File: src/rtl/slp_seq_infer_pkg.sv
// Shared types and helpers for the perceptron layer engines: number-format
// descriptors, activation selection, the sequential engine's state encoding
// and the output range limits used by the saturating requantiser.
package slp_seq_infer_pkg;

  // Numeric representation of a data stream.
  typedef enum logic [1:0] {
    INT = 2'd0,
    FXP = 2'd1,
    FLP = 2'd2
  } dtype_t;

  // Data format: representation, signedness, total bits, fraction bits.
  typedef struct packed {
    dtype_t     dtype;
    logic       sign;
    logic [7:0] prec;
    logic [7:0] frac;
  } dconf_t;

  // Activation function; anything other than RELU passes values through.
  typedef enum logic [1:0] {
    IDENT = 2'd0,
    RELU  = 2'd1
  } actf_t;

  // Sequential layer engine states.
  typedef enum logic [2:0] {
    S_IDLE  = 3'd0,
    S_FETCH = 3'd1,
    S_DRAIN = 3'd2,
    S_ACT   = 3'd3,
    S_EMIT  = 3'd4
  } slp_seq_state_t;

  // Largest value representable in format c.
  function automatic longint conf_max(dconf_t c);
    int p;
    p = int'(c.prec);
    return c.sign ? (64'sd1 <<< (p - 1)) - 64'sd1 : (64'sd1 <<< p) - 64'sd1;
  endfunction

  // Smallest value representable in format c (0 for unsigned formats).
  function automatic longint conf_min(dconf_t c);
    int p;
    p = int'(c.prec);
    return c.sign ? -(64'sd1 <<< (p - 1)) : 64'sd0;
  endfunction

endpackage

File: src/rtl/slp_seq_infer_requant.sv
// Combinational activation + requantisation: applies the activation, aligns
// the accumulator's fraction to the output format (floor on right shifts),
// reports discarded fraction bits and saturates to the output range.
module slp_requant
  import slp_seq_infer_pkg::*;
#(
  parameter int     ACC_W   = 20,
  parameter int     FRAC_IN = 0,
  parameter dconf_t O_CONF  = '{INT, 1'b1, 8'd8, 8'd0},
  parameter actf_t  ACT     = RELU,
  localparam int    O_PREC  = int'(O_CONF.prec)
) (
  input  logic signed [ACC_W-1:0]  acc,
  output logic        [O_PREC-1:0] q,
  output logic                     udf,
  output logic                     ovf,
  output logic                     rounded
);

  localparam int S   = FRAC_IN - int'(O_CONF.frac);
  localparam int RSH = (S > 0) ? S : 0;
  localparam int LSH = (S < 0) ? -S : 0;
  // Wide enough for a left-shifted accumulator and for the output limits.
  localparam int WW  = (((ACC_W + LSH) > O_PREC) ? (ACC_W + LSH) : O_PREC) + 1;

  localparam logic signed [WW-1:0] OMAX_W = WW'(conf_max(O_CONF));
  localparam logic signed [WW-1:0] OMIN_W = WW'(conf_min(O_CONF));
  localparam logic        [WW-1:0] RMASK  = (WW'(1) << RSH) - WW'(1);

  logic signed [ACC_W-1:0] act_v;
  logic signed [WW-1:0]    wide;
  logic signed [WW-1:0]    shifted;

  // Activation, fraction alignment, round-flag and saturation.
  always_comb begin
    // NOTE: every output gets a default first so no path through this block leaves a value unassigned (no latch).
    act_v   = acc;
    q       = '0;
    udf     = 1'b0;
    ovf     = 1'b0;
    if (ACT == RELU && acc[ACC_W-1]) act_v = '0;
    wide    = {{(WW-ACC_W){act_v[ACC_W-1]}}, act_v};
    rounded = |(wide & RMASK);
    shifted = (wide >>> RSH) <<< LSH;
    if (shifted > OMAX_W) begin
      ovf = 1'b1;
      q   = OMAX_W[O_PREC-1:0];
    end else if (shifted < OMIN_W) begin
      udf = 1'b1;
      q   = OMIN_W[O_PREC-1:0];
    end else begin
      q   = shifted[O_PREC-1:0];
    end
  end

endmodule

File: src/rtl/slp_seq_infer.sv
// Sequential single-layer perceptron engine. One input vector per
// transaction; each neuron is evaluated by a single time-multiplexed MAC over
// IN weights plus a bias read from an external 1-cycle-latency weight memory.
// Results stream out one neuron at a time under valid/ready flow control.
module slp_seq_infer
  import slp_seq_infer_pkg::*;
#(
  parameter int     IN     = 4,
  parameter int     OUT    = 2,
  parameter dconf_t I_CONF = '{INT, 1'b1, 8'd8, 8'd0},
  parameter dconf_t W_CONF = '{INT, 1'b1, 8'd8, 8'd0},
  parameter dconf_t O_CONF = '{INT, 1'b1, 8'd8, 8'd0},
  parameter actf_t  ACT    = RELU,
  localparam int    I_PREC = int'(I_CONF.prec),
  localparam int    W_PREC = int'(W_CONF.prec),
  localparam int    O_PREC = int'(O_CONF.prec),
  localparam int    I_FRAC = int'(I_CONF.frac),
  localparam int    W_FRAC = int'(W_CONF.frac),
  localparam int    ACC_W  = I_PREC + W_PREC + $clog2(IN + 1) + 1,
  localparam int    WA_W   = $clog2(OUT * (IN + 1)),
  localparam int    NW     = $clog2(OUT) + 1,
  localparam int    KW     = $clog2(IN + 1)
) (
  input  logic                 clk,
  input  logic                 reset_,
  input  logic                 in_valid,
  output logic                 in_ready,
  input  logic [IN*I_PREC-1:0] in_data,
  output logic                 w_rd_en,
  output logic [WA_W-1:0]      w_addr,
  input  logic [W_PREC-1:0]    w_rdata,
  output logic                 out_valid,
  input  logic                 out_ready,
  output logic [NW-1:0]        out_idx,
  output logic                 out_last,
  output logic [O_PREC-1:0]    out,
  output logic                 udf,
  output logic                 ovf,
  output logic                 rounded
);

  localparam bit I_SIGN = I_CONF.sign;
  localparam bit W_SIGN = W_CONF.sign;

  slp_seq_state_t          state;
  logic [IN*I_PREC-1:0]    in_reg;
  logic [NW-1:0]           n;
  logic [KW-1:0]           k;
  logic [KW-1:0]           rd_k;
  logic                    rd_vld;
  logic signed [ACC_W-1:0] acc;
  logic signed [ACC_W-1:0] term;
  logic [I_PREC-1:0]       x_el;
  logic signed [ACC_W-1:0] x_ext;
  logic signed [ACC_W-1:0] w_ext;
  logic                    last_nrn;
  logic [O_PREC-1:0]       rq_q;
  logic                    rq_udf;
  logic                    rq_ovf;
  logic                    rq_rnd;

  // Handshake/strobe outputs decode directly from the state register.
  assign in_ready  = (state == S_IDLE);
  assign out_valid = (state == S_EMIT);
  assign w_rd_en   = (state == S_FETCH);
  assign last_nrn  = (n == NW'(OUT - 1));

  // Contribution of the word returned this cycle: input*weight, or the bias
  // aligned to the product's fraction position.
  always_comb begin
    x_el = '0;
    if (rd_k < KW'(IN)) x_el = in_reg[int'(rd_k)*I_PREC +: I_PREC];
    x_ext = {{(ACC_W-I_PREC){I_SIGN & x_el[I_PREC-1]}}, x_el};
    w_ext = {{(ACC_W-W_PREC){W_SIGN & w_rdata[W_PREC-1]}}, w_rdata};
    term  = (rd_k == KW'(IN)) ? (w_ext <<< I_FRAC) : (x_ext * w_ext);
  end

  // MAC: track the outstanding read and accumulate its data a cycle later.
  always_ff @(posedge clk or negedge reset_) begin
    // NOTE: state is updated with non-blocking assignments so every register samples pre-edge values.
    if (!reset_) begin
      rd_vld <= 1'b0;
      rd_k   <= '0;
      acc    <= '0;
    end else begin
      rd_vld <= w_rd_en;
      rd_k   <= k;
      if ((in_valid && in_ready) || (out_valid && out_ready)) acc <= '0;
      else if (rd_vld)                                        acc <= acc + term;
    end
  end

  slp_requant #(
    .ACC_W   (ACC_W),
    .FRAC_IN (I_FRAC + W_FRAC),
    .O_CONF  (O_CONF),
    .ACT     (ACT)
  ) u_requant (
    .acc     (acc),
    .q       (rq_q),
    .udf     (rq_udf),
    .ovf     (rq_ovf),
    .rounded (rq_rnd)
  );

  // Control FSM: capture, fetch IN weights + bias, drain, requantise, emit.
  always_ff @(posedge clk or negedge reset_) begin
    if (!reset_) begin
      state    <= S_IDLE;
      // NOTE: the captured vector is a plain register bank, so it is cleared with the control state.
      in_reg   <= '0;
      n        <= '0;
      k        <= '0;
      w_addr   <= '0;
      out      <= '0;
      udf      <= 1'b0;
      ovf      <= 1'b0;
      rounded  <= 1'b0;
      out_idx  <= '0;
      out_last <= 1'b0;
    end else begin
      case (state)
        S_IDLE: begin
          if (in_valid) begin
            in_reg <= in_data;
            n      <= '0;
            k      <= '0;
            w_addr <= '0;
            state  <= S_FETCH;
          end
        end
        S_FETCH: begin
          // Addresses n*(IN+1)+k are contiguous across neurons.
          w_addr <= w_addr + WA_W'(1);
          if (k == KW'(IN)) state <= S_DRAIN;
          else              k     <= k + KW'(1);
        end
        S_DRAIN: state <= S_ACT;
        S_ACT: begin
          out      <= rq_q;
          udf      <= rq_udf;
          ovf      <= rq_ovf;
          rounded  <= rq_rnd;
          out_idx  <= n;
          out_last <= last_nrn;
          state    <= S_EMIT;
        end
        S_EMIT: begin
          if (out_ready) begin
            if (!last_nrn) begin
              n     <= n + NW'(1);
              k     <= '0;
              state <= S_FETCH;
            end else begin
              state <= S_IDLE;
            end
          end
        end
        default: state <= S_IDLE;
      endcase
    end
  end

endmodule

File: config.mk
export PLATFORM = sky130hd
export DESIGN_NAME = slp_seq_infer
export DESIGN_NICKNAME = d
export VERILOG_FILES = /design/src/rtl/slp_seq_infer_pkg.sv /design/src/rtl/slp_seq_infer_requant.sv /design/src/rtl/slp_seq_infer.sv
export SDC_FILE = /design/constraint.sdc
export NUM_CORES = 1
export LEC_CHECK = 0
export BUFFER_PORTS_ARGS = -buffer_cell sky130_fd_sc_hd__buf_4
export CORE_ASPECT_RATIO = 0.8
export CORE_MARGIN = 2
export CORE_UTILIZATION = 40
export CTS_BUF_LIST = sky130_fd_sc_hd__clkbuf_8
export DETAILED_ROUTE_END_ITERATION = 16
export PLACE_DENSITY = 0.67
export SLEW_MARGIN = 10
export SYNTH_ARGS = -nofsm -noshare
export SYNTH_HDL_FRONTEND = slang
export SYNTH_SLANG_ARGS = --single-unit
File: constraint.sdc
create_clock -name clk -period 9.1 [get_ports clk]
set_input_delay 0.91 -clock clk [delete_from_list [all_inputs] [get_ports clk]]
set_output_delay 0.91 -clock clk [all_outputs]
set_load 0.005 [all_outputs]
# Word-level counts from Yosys, hierarchy flattened
# Cells that the tools add are included.
# classes
order_cmp	3
n_addsub	4
n_bitwise	0
reduce_logical	13
mux	26
n_eq_ne	12
n_mul	1
shifts	1
div_mod_pow	0
# op_table
op	n
20-bit two-way mux	3
32-bit by 7-bit variable part select with 8-bit output	1
8-bit two-way mux	3
3-bit two-way mux	7
20-bit adder	1
20-bit by 8-bit greater-than comparator with 1-bit output, second input constant	1
20-bit by 8-bit < comparator with 1-bit output, second input constant	1
19-bit two-way mux	1
8-bit by 8-bit multiplier with 16-bit output	1
3-bit one-hot mux with 5 select lines	1
3-bit equality test, second input constant	3
3-bit one-hot mux with 3 select lines	1
4-bit one-hot mux with 2 select lines	1
3-bit by 2-bit equality test with 1-bit output, second input constant	2
2-bit two-way mux	3
2-bit inequality test, second input constant	3
2-bit nonzero test	3
5-bit AND reduction	1
4-bit by 1-bit adder with 4-bit output, second input constant	1
1-bit two-way mux	4
4-bit two-way mux	1
2-bit by 1-bit inequality test with 1-bit output, second input constant	2
2-bit one-hot mux with 2 select lines	1
2-bit AND reduction	2
11 further kinds	12
# totals
latch_bits	0
memories	0
out_inout_bits	21
in_bits	44
word_cells	73
regBits	81
ramBits	0
romBits	0

# Longest topological paths before layout
# Gate-level depths: netlist of run 1.
# logic_depth
depth_word	7
ltp_mapped	32
ltp_nobuf	31

# Cells and area by module
# A second synthesis of run 1 with hierarchy kept.
# unflattened
hier_cells	712
hier_area_um2	7073.0
# modules_own_cells
mod	seq_area_each_um2	cells_each	area_each_um2	n_inst
slp_seq_infer	2052.0	689	6911.6	1
slp_requant	0.0	23	161.4	1

# Worst setup path before layout of run 1
# OpenSTA, ideal clock, no wires.
# synth_path
path_kind	register -> register
start	register rd_k[0]
end	register acc[19]
path_slack_ns	2.160
setup_ns	0.078
path_stages_with_launch	31
path_buffers	1
t_required_ns	9.022
arrival_time_ns	6.862
cell_sequence	dfrtp_1 -> buf_2 -> mux4_2 -> nor2b_1 -> and2_1 -> fa_1 -> inv_1 -> fa_1 -> inv_1 -> fa_1 -> inv_1 -> fa_1 -> inv_1 -> ha_1 -> a21oi_1 -> o21bai_1 -> a21oi_1 -> nor2b_1 -> or4_1 -> a31oi_1 -> xor2_1 -> o21ai_1 -> ha_1 -> or3_1 -> o22ai_1 -> o21ai_0 -> a21oi_1 -> o21ai_0 -> xor2_1 -> or3_1 -> a21oi_1
# synth_between
elab_chain_cells	7
elab_cells_between_ends	9
classes_between	add/sub: 1; mul: 1; order compare: 1; eq/ne: 1; shift: 1; mux: 4
# synth_lines
item	line	text
start: declaration	slp_seq_infer.sv:49	logic [KW-1:0] rd_k;
start signal: assignment	slp_seq_infer.sv:87	rd_k <= k;
32-bit by 7-bit variable part select with 8-bit output or 3-bit < comparator (tied branches)	slp_seq_infer.sv:72	if (rd_k < KW'(IN)) x_el = in_reg[int'(rd_k)*I_PREC +: I_PREC];
8-bit two-way mux	slp_seq_infer.sv:72	
8-bit by 8-bit multiplier with 16-bit output	slp_seq_infer.sv:75	term = (rd_k == KW'(IN)) ? (w_ext <<< I_FRAC) : (x_ext * w_ext);
20-bit two-way mux *	slp_seq_infer.sv:75	
20-bit adder *	slp_seq_infer.sv:89	else if (rd_vld) acc <= acc + term;
20-bit two-way mux *	slp_seq_infer.sv:89	
20-bit two-way mux *	slp_seq_infer.sv:88	if ((in_valid && in_ready) || (out_valid && out_ready)) acc <= '0;
end signal: assignment	slp_seq_infer.sv:89	
end: declaration	slp_seq_infer.sv:51	logic signed [ACC_W-1:0] acc;
# Mark *: on every way between the ends. The rest lies on a longest branch, timed or not. The select of a mux whose other input is x is not followed.
# A chain may end at the register's enable or synchronous reset.

# Final worst setup path of run 1
# Same ends and word-level chain as after synthesis.

==> impl_metrics.toml, run 1 <==
[logic_synthesis]
ys_dominant_reg_cell = "dfrtp_1"
ys_seq_area_share_pct = 29.0
synth_edf_count = 0
async_flop_share_pct = 100
synth_area_per_cell_um2 = 9.92
yosysWarningCount = 0
yosys_register_bits = 80
ys_types = 49
netlist_instances = 695
synth.cell_area_um2 = 6900

[timing]
grt_setup_unrepaired = "false"
max_slew.worst_pin.slew_ns = 1.00
relSlewSlack_pct = 33.2
fmax_mhz = 130
hold_viol_final = 0
finalClockSkew_ns = 0.0175
period_share_pct = 84.5
setup_viol = 0
fin_tns_setup_ns = 0
drv_slew = 0
period_needed_ns = 7.69

[grt]
grt_pass1_vias = 4885
grt-ovfl-total = 0
grt_antenna_before_repair = 0
grt_pass1_wl_um = 24300
grtUsageTotal_pct = 16.6
grt_max_degree = 81

[drt]
vias = 4881
drcViolationCount = 0
drt_iter0_drc = 173
wirelength_um = 13800
antenna_left = 0
wl_per_cell_um = 14.2
dr.pass1.iters = 5
via_per_inst = 5.01

[die]
io-pin-count = 65
start_util_pct = 41.3
die_h_um = 121
die_w_um = 151
rows = 42
core_um2 = 16700
die-area_um2 = 18300

[clocking]
cts_tree = "built"
cts_hold_buf = 0
insertion_delay_ns = 0.36
clk_pin_slew_ns = 0.10
clock-root-buffer = "clkbuf_8"
cts_num_sinks = 80
ctsResizeCount = 0
clock_path_buffers = 2
cts_buffers = 9
cts_setup_buffers = 0
h-tree-depth = 3

[cells_and_area]
antenna_cells = 0
fin_nets = 902
drive_above_1_share_pct = 17.5
final_cell_mix = "inv_1 (105), dfrtp_1 (80), buf_4 (63), fa_1 (56), ha_1 (53)"
syn_to_final_growth_pct = 13.1
fillers = 1621
final_common_cell = "inv_1"
largest_reg_flops = 32

[place]
io_buffers = 62
place_congestion = 0.809
post-dp-hpwl_um = 11100

[critical_path]
crit_type = "flip-flop to flip-flop"
cpPeakStageDelay_ns = 0.74
critPathCaptureType = "flip-flop"
critPathMaxFanout = 9
cp_slowest_cell = "dfrtp_1"
startpoint_type = "flip-flop"
cp.required_ns = 9.37
critPathArrivalTime_ns = 7.96

[job]
max_cap_viol_count = 0

[min_path]
hold_class = "flip-flop to flip-flop"

[outcome]
status = "completed"
## cells by family (layout without fill, tap and decap cells)
| logic type | Yosys count | in the layout | synth area share [%] |
|---|---|---|---|
| XOR/XNOR | 33 | 33 | 4.19 |
| other | 1 | 2 | 0.0544 |
| AO/OA/AOI/OAI | 106 | 106 | 9.89 |
| AND/OR/NAND/NOR | 181 | 181 | 13.4 |
| multiplexers | 58 | 58 | 10.6 |
| adder cells (fa/ha/maj) | 109 | 109 | 25.9 |
| flip-flops | 80 | 80 | 29.0 |
| buffers and inverters | 127 | 185 | 7.07 |
## critical path, delay by kind of cell (launching register included)
family | cells | cell delay, ns
buffers and inverters | 3 | 0.17
AND/OR/NAND/NOR | 6 | 1.80
multiplexers | 1 | 0.32
XOR/XNOR | 2 | 0.33
AO/OA/AOI/OAI | 11 | 1.69
flip-flops | 1 | 0.74
adder cells (fa/ha/maj) | 6 | 2.54
## cell type report
class	instances	area (µm²)	share of cell area, %
Inverter	106	398	5.10
Clock buffer	10	138	1.76
Multi-Input combinational cell	489	4420	56.6
Clock inverter	6	97.6	1.25
Timing Repair Buffer	63	473	6.06
Sequential cell	80	2000	25.7
Tap cell	220	275	3.53
## path summary, 6_finish.rpt
path	start	endpoint	slack [ns]	depth (start not counted)
min reg2reg	k[2]	rd_k[2]	0.46	0
min in group asynchronous	reset_	k[1]	0.71	1
max reg2reg	rd_k[0]	acc[19]	1.41	29
min	k[2]	rd_k[2]	0.46	0
max in group asynchronous	reset_	acc[19]	7.74	1
max	rd_k[0]	acc[19]	1.41	29
## through the flow
step / util (%) / cell area [µm²] / instances / setup slack, ns / hold WS (ns)
2_1_floorplan: - / 6900 / 696 / 2.16 / 0.397
3_3_place_gp: 45.3 / 7570 / 958 / 1.64 / 0.426
3_5_place_dp: 45.3 / 7570 / 958 / 1.42 / 0.443
4_1_cts: 46.7 / 7800 / 974 / 1.36 / 0.473
5_1_grt: 46.7 / 7800 / 974 / 0.723 / 0.483
6_report: 46.7 / 7800 / 974 / 1.41 / 0.464
## cells in the mapped netlist (all sizes together), types with 4 or more instances
master / instances / area (µm²)
a21o: 7 / 52.6
clkbuf: 16 / 60.1
buf: 5 / 30.0
dfrtp: 80 / 2000
nor2b: 10 / 70.1
o21a: 8 / 60.1
nor3: 7 / 40.0
o21ai: 32 / 160
xnor2: 24 / 210
ha: 53 / 663
a211oi: 8 / 60.1
nor2: 41 / 154
o31ai: 5 / 51.3
inv: 105 / 394
nand2b: 7 / 43.8
mux4: 8 / 180
mux2i: 12 / 120
a31oi: 4 / 25.0
a21oi: 24 / 120
fa: 56 / 1120
nor4: 4 / 25.0
mux2: 38 / 428
xor2: 9 / 78.8
nand2: 52 / 195
o311ai: 7 / 61.3
nand3: 4 / 20.0
and2: 44 / 275
## per-layer routing
metal  track usage, %  part of all wire, %  vias to the layer above
met2             24.5                   43                       86
met3             3.20                  4.7                        7
met5                0                    0                        -
met4             1.64                 0.33                        0
li1                 -                    -                     2404
met1             26.0                   52                     2384
Power of run 1 is not shown: default switching activity piles up to over one toggle a cycle in this logic, so the estimate is an artifact.
==> run 2, diff against run 1 <==
Settings changed: PLACE_DENSITY 0.67 to 0.69.
Clock period 9.1 ns to 6.65 ns, I/O delays scaled along.
==> run 2 against run 1 <==
Against the previous run:
- the flow now finishes with violations (negative setup slack)
- cell count rose by 8.4%
- setup slack got worse by 1.6 ns
- clock-buffer cell count did not move
- die area did not move
- global-route usage rose by 1.5 points
- clock skew rose by 0.0032 ns
- hold slack got worse by 0.018 ns
- sequential share of layout area fell by 2.7 points
- maximum frequency rose by 12%
==> impl_metrics.toml, run 2 (same netlist as run 1, synthesis figures left out) <==
[outcome]
status = "finished, violations left"
violations = "negative setup slack"

[drt]
drt_iter0_drc = 147
wirelength_um = 15500
drcViolationCount = 0
dr.pass1.iters = 5
via_per_inst = 4.98
wl_per_cell_um = 14.7
antenna_left = 0
vias = 5254

[die]
start_util_pct = 41.3
rows = 42
die-area_um2 = 18300
core_um2 = 16700
die_w_um = 151
die_h_um = 121
io-pin-count = 65

[grt]
grt_antenna_before_repair = 0
busiest_layer = "met2"
grtUsageTotal_pct = 18.1
met3_usage_pct = 3.61
grtUsageMet2_pct = 28.1
grt_pass1_vias = 5398
grt_max_degree = 81
grt_pass1_wl_um = 26300
grt-ovfl-total = 0
met1_usage_pct = 26.8

[clocking]
clock-root-buffer = "clkbuf_8"
insertion_delay_ns = 0.37
clock_path_buffers = 2
cts_buffers = 9
h-tree-depth = 3
cts_num_sinks = 80
clk_pin_slew_ns = 0.10
cts_hold_buf = 0
cts_tree = "built"

[critical_path]
critPathArrivalTime_ns = 7.15
critPathMaxFanout = 6
path_buf_inv = 5
crit_type = "flip-flop to flip-flop"
cpMostUsedCell = "fa_1"
rr_worst_depth = 30
startpoint_type = "flip-flop"
cpPeakStageDelay_ns = 0.53
cp.required_ns = 6.93
crit_cells = 30
cp_slowest_cell = "fa_1"
cpLargestDelayFamily = "adder cells"
critPathCaptureType = "flip-flop"

[timing]
setup_viol = 3
period_share_pct = 103
fmax_mhz = 146
period_needed_ns = 6.87
fin_tns_setup_ns = -0.520
max_slew.worst_pin.slew_ns = 0.987
drv_slew = 0
holdWs_ns = 0.446
grt_setup_unrepaired = "true"
hold_viol_final = 0
fin_ws_ns = -0.219
relSlewSlack_pct = 34.2
finalClockSkew_ns = 0.0207

[cells_and_area]
final_cell_mix = "buf_4 (140), inv_1 (99), dfrtp_1 (79), fa_1 (54), nand2_1 (47)"
final_common_cell = "buf_4"
antenna_cells = 0
multiInputGateArea_um2 = 4730
drive_above_1_share_pct = 32.3
syn_to_final_growth_pct = 26.6
fillers = 1516
register_area_um2 = 2000
fin_cells = 1056
largest_reg_flops = 32
fin_nets = 984

[place]
post-dp-hpwl_um = 12100
place_congestion = 0.831
dp_slack_ns = -0.433
io_buffers = 62
dp_cells = 1034

[min_path]
hold_class = "primary input to async pin"

[job]
max_cap_viol_count = 0
-- run 2: metal layers --
layer  routed length, µm  share of wire (%)
met5                   0                  0
met4                  33               0.21
met3                 625                4.0
met2                7060                 45
met1                7830                 50
-- run 2: worst paths after layout --
kind,from,endpoint,slack [ns]
max in group asynchronous,reset_,rd_k[0],5.52
max reg2reg,rd_k[0],acc[19],-0.22
min reg2reg,k[1],rd_k[1],0.47
min,reset_,in_reg[28],0.45
max,rd_k[0],acc[19],-0.22
min in group clk,k[1],rd_k[1],0.47
-- run 2: through the flow --
| stage | area (µm²) | util [%] |
|---|---|---|
| finish | 8730 | 52.3 |
| global placement | 8170 | 48.9 |
| CTS | 8560 | 51.2 |
| detailed placement | 8170 | 48.9 |
| global route | 8730 | 52.3 |
| floorplan | 6930 | - |
-- run 2: repair_timing --
item,4_1_cts,5_1_grt
setup endpoints to repair,6,8
gates resized for setup,37,40
pin swaps,35,20
setup buffers,4,3
-- run 2: worst register-to-register path, delay by kind of cell, from the launching register on --
family | cells | cell delay, ns
compound gates | 10 | 1.16
xor+xnor | 2 | 0.32
fa+ha+maj | 6 | 2.50
buf+inv | 5 | 0.33
flops | 1 | 0.44
mux | 1 | 0.49
simple gates | 6 | 1.54
-- run 2: final cells by class --
class | instances | area share [%]
clock buffers | 10 | 1.58
clock inverters | 6 | 0.845
multi-input cells | 489 | 54.2
flip-flops and latches | 80 | 22.9
well taps | 220 | 3.15
inverters | 106 | 4.56
repair buffers | 145 | 12.8
Power of run 2 is left out for the same reason.
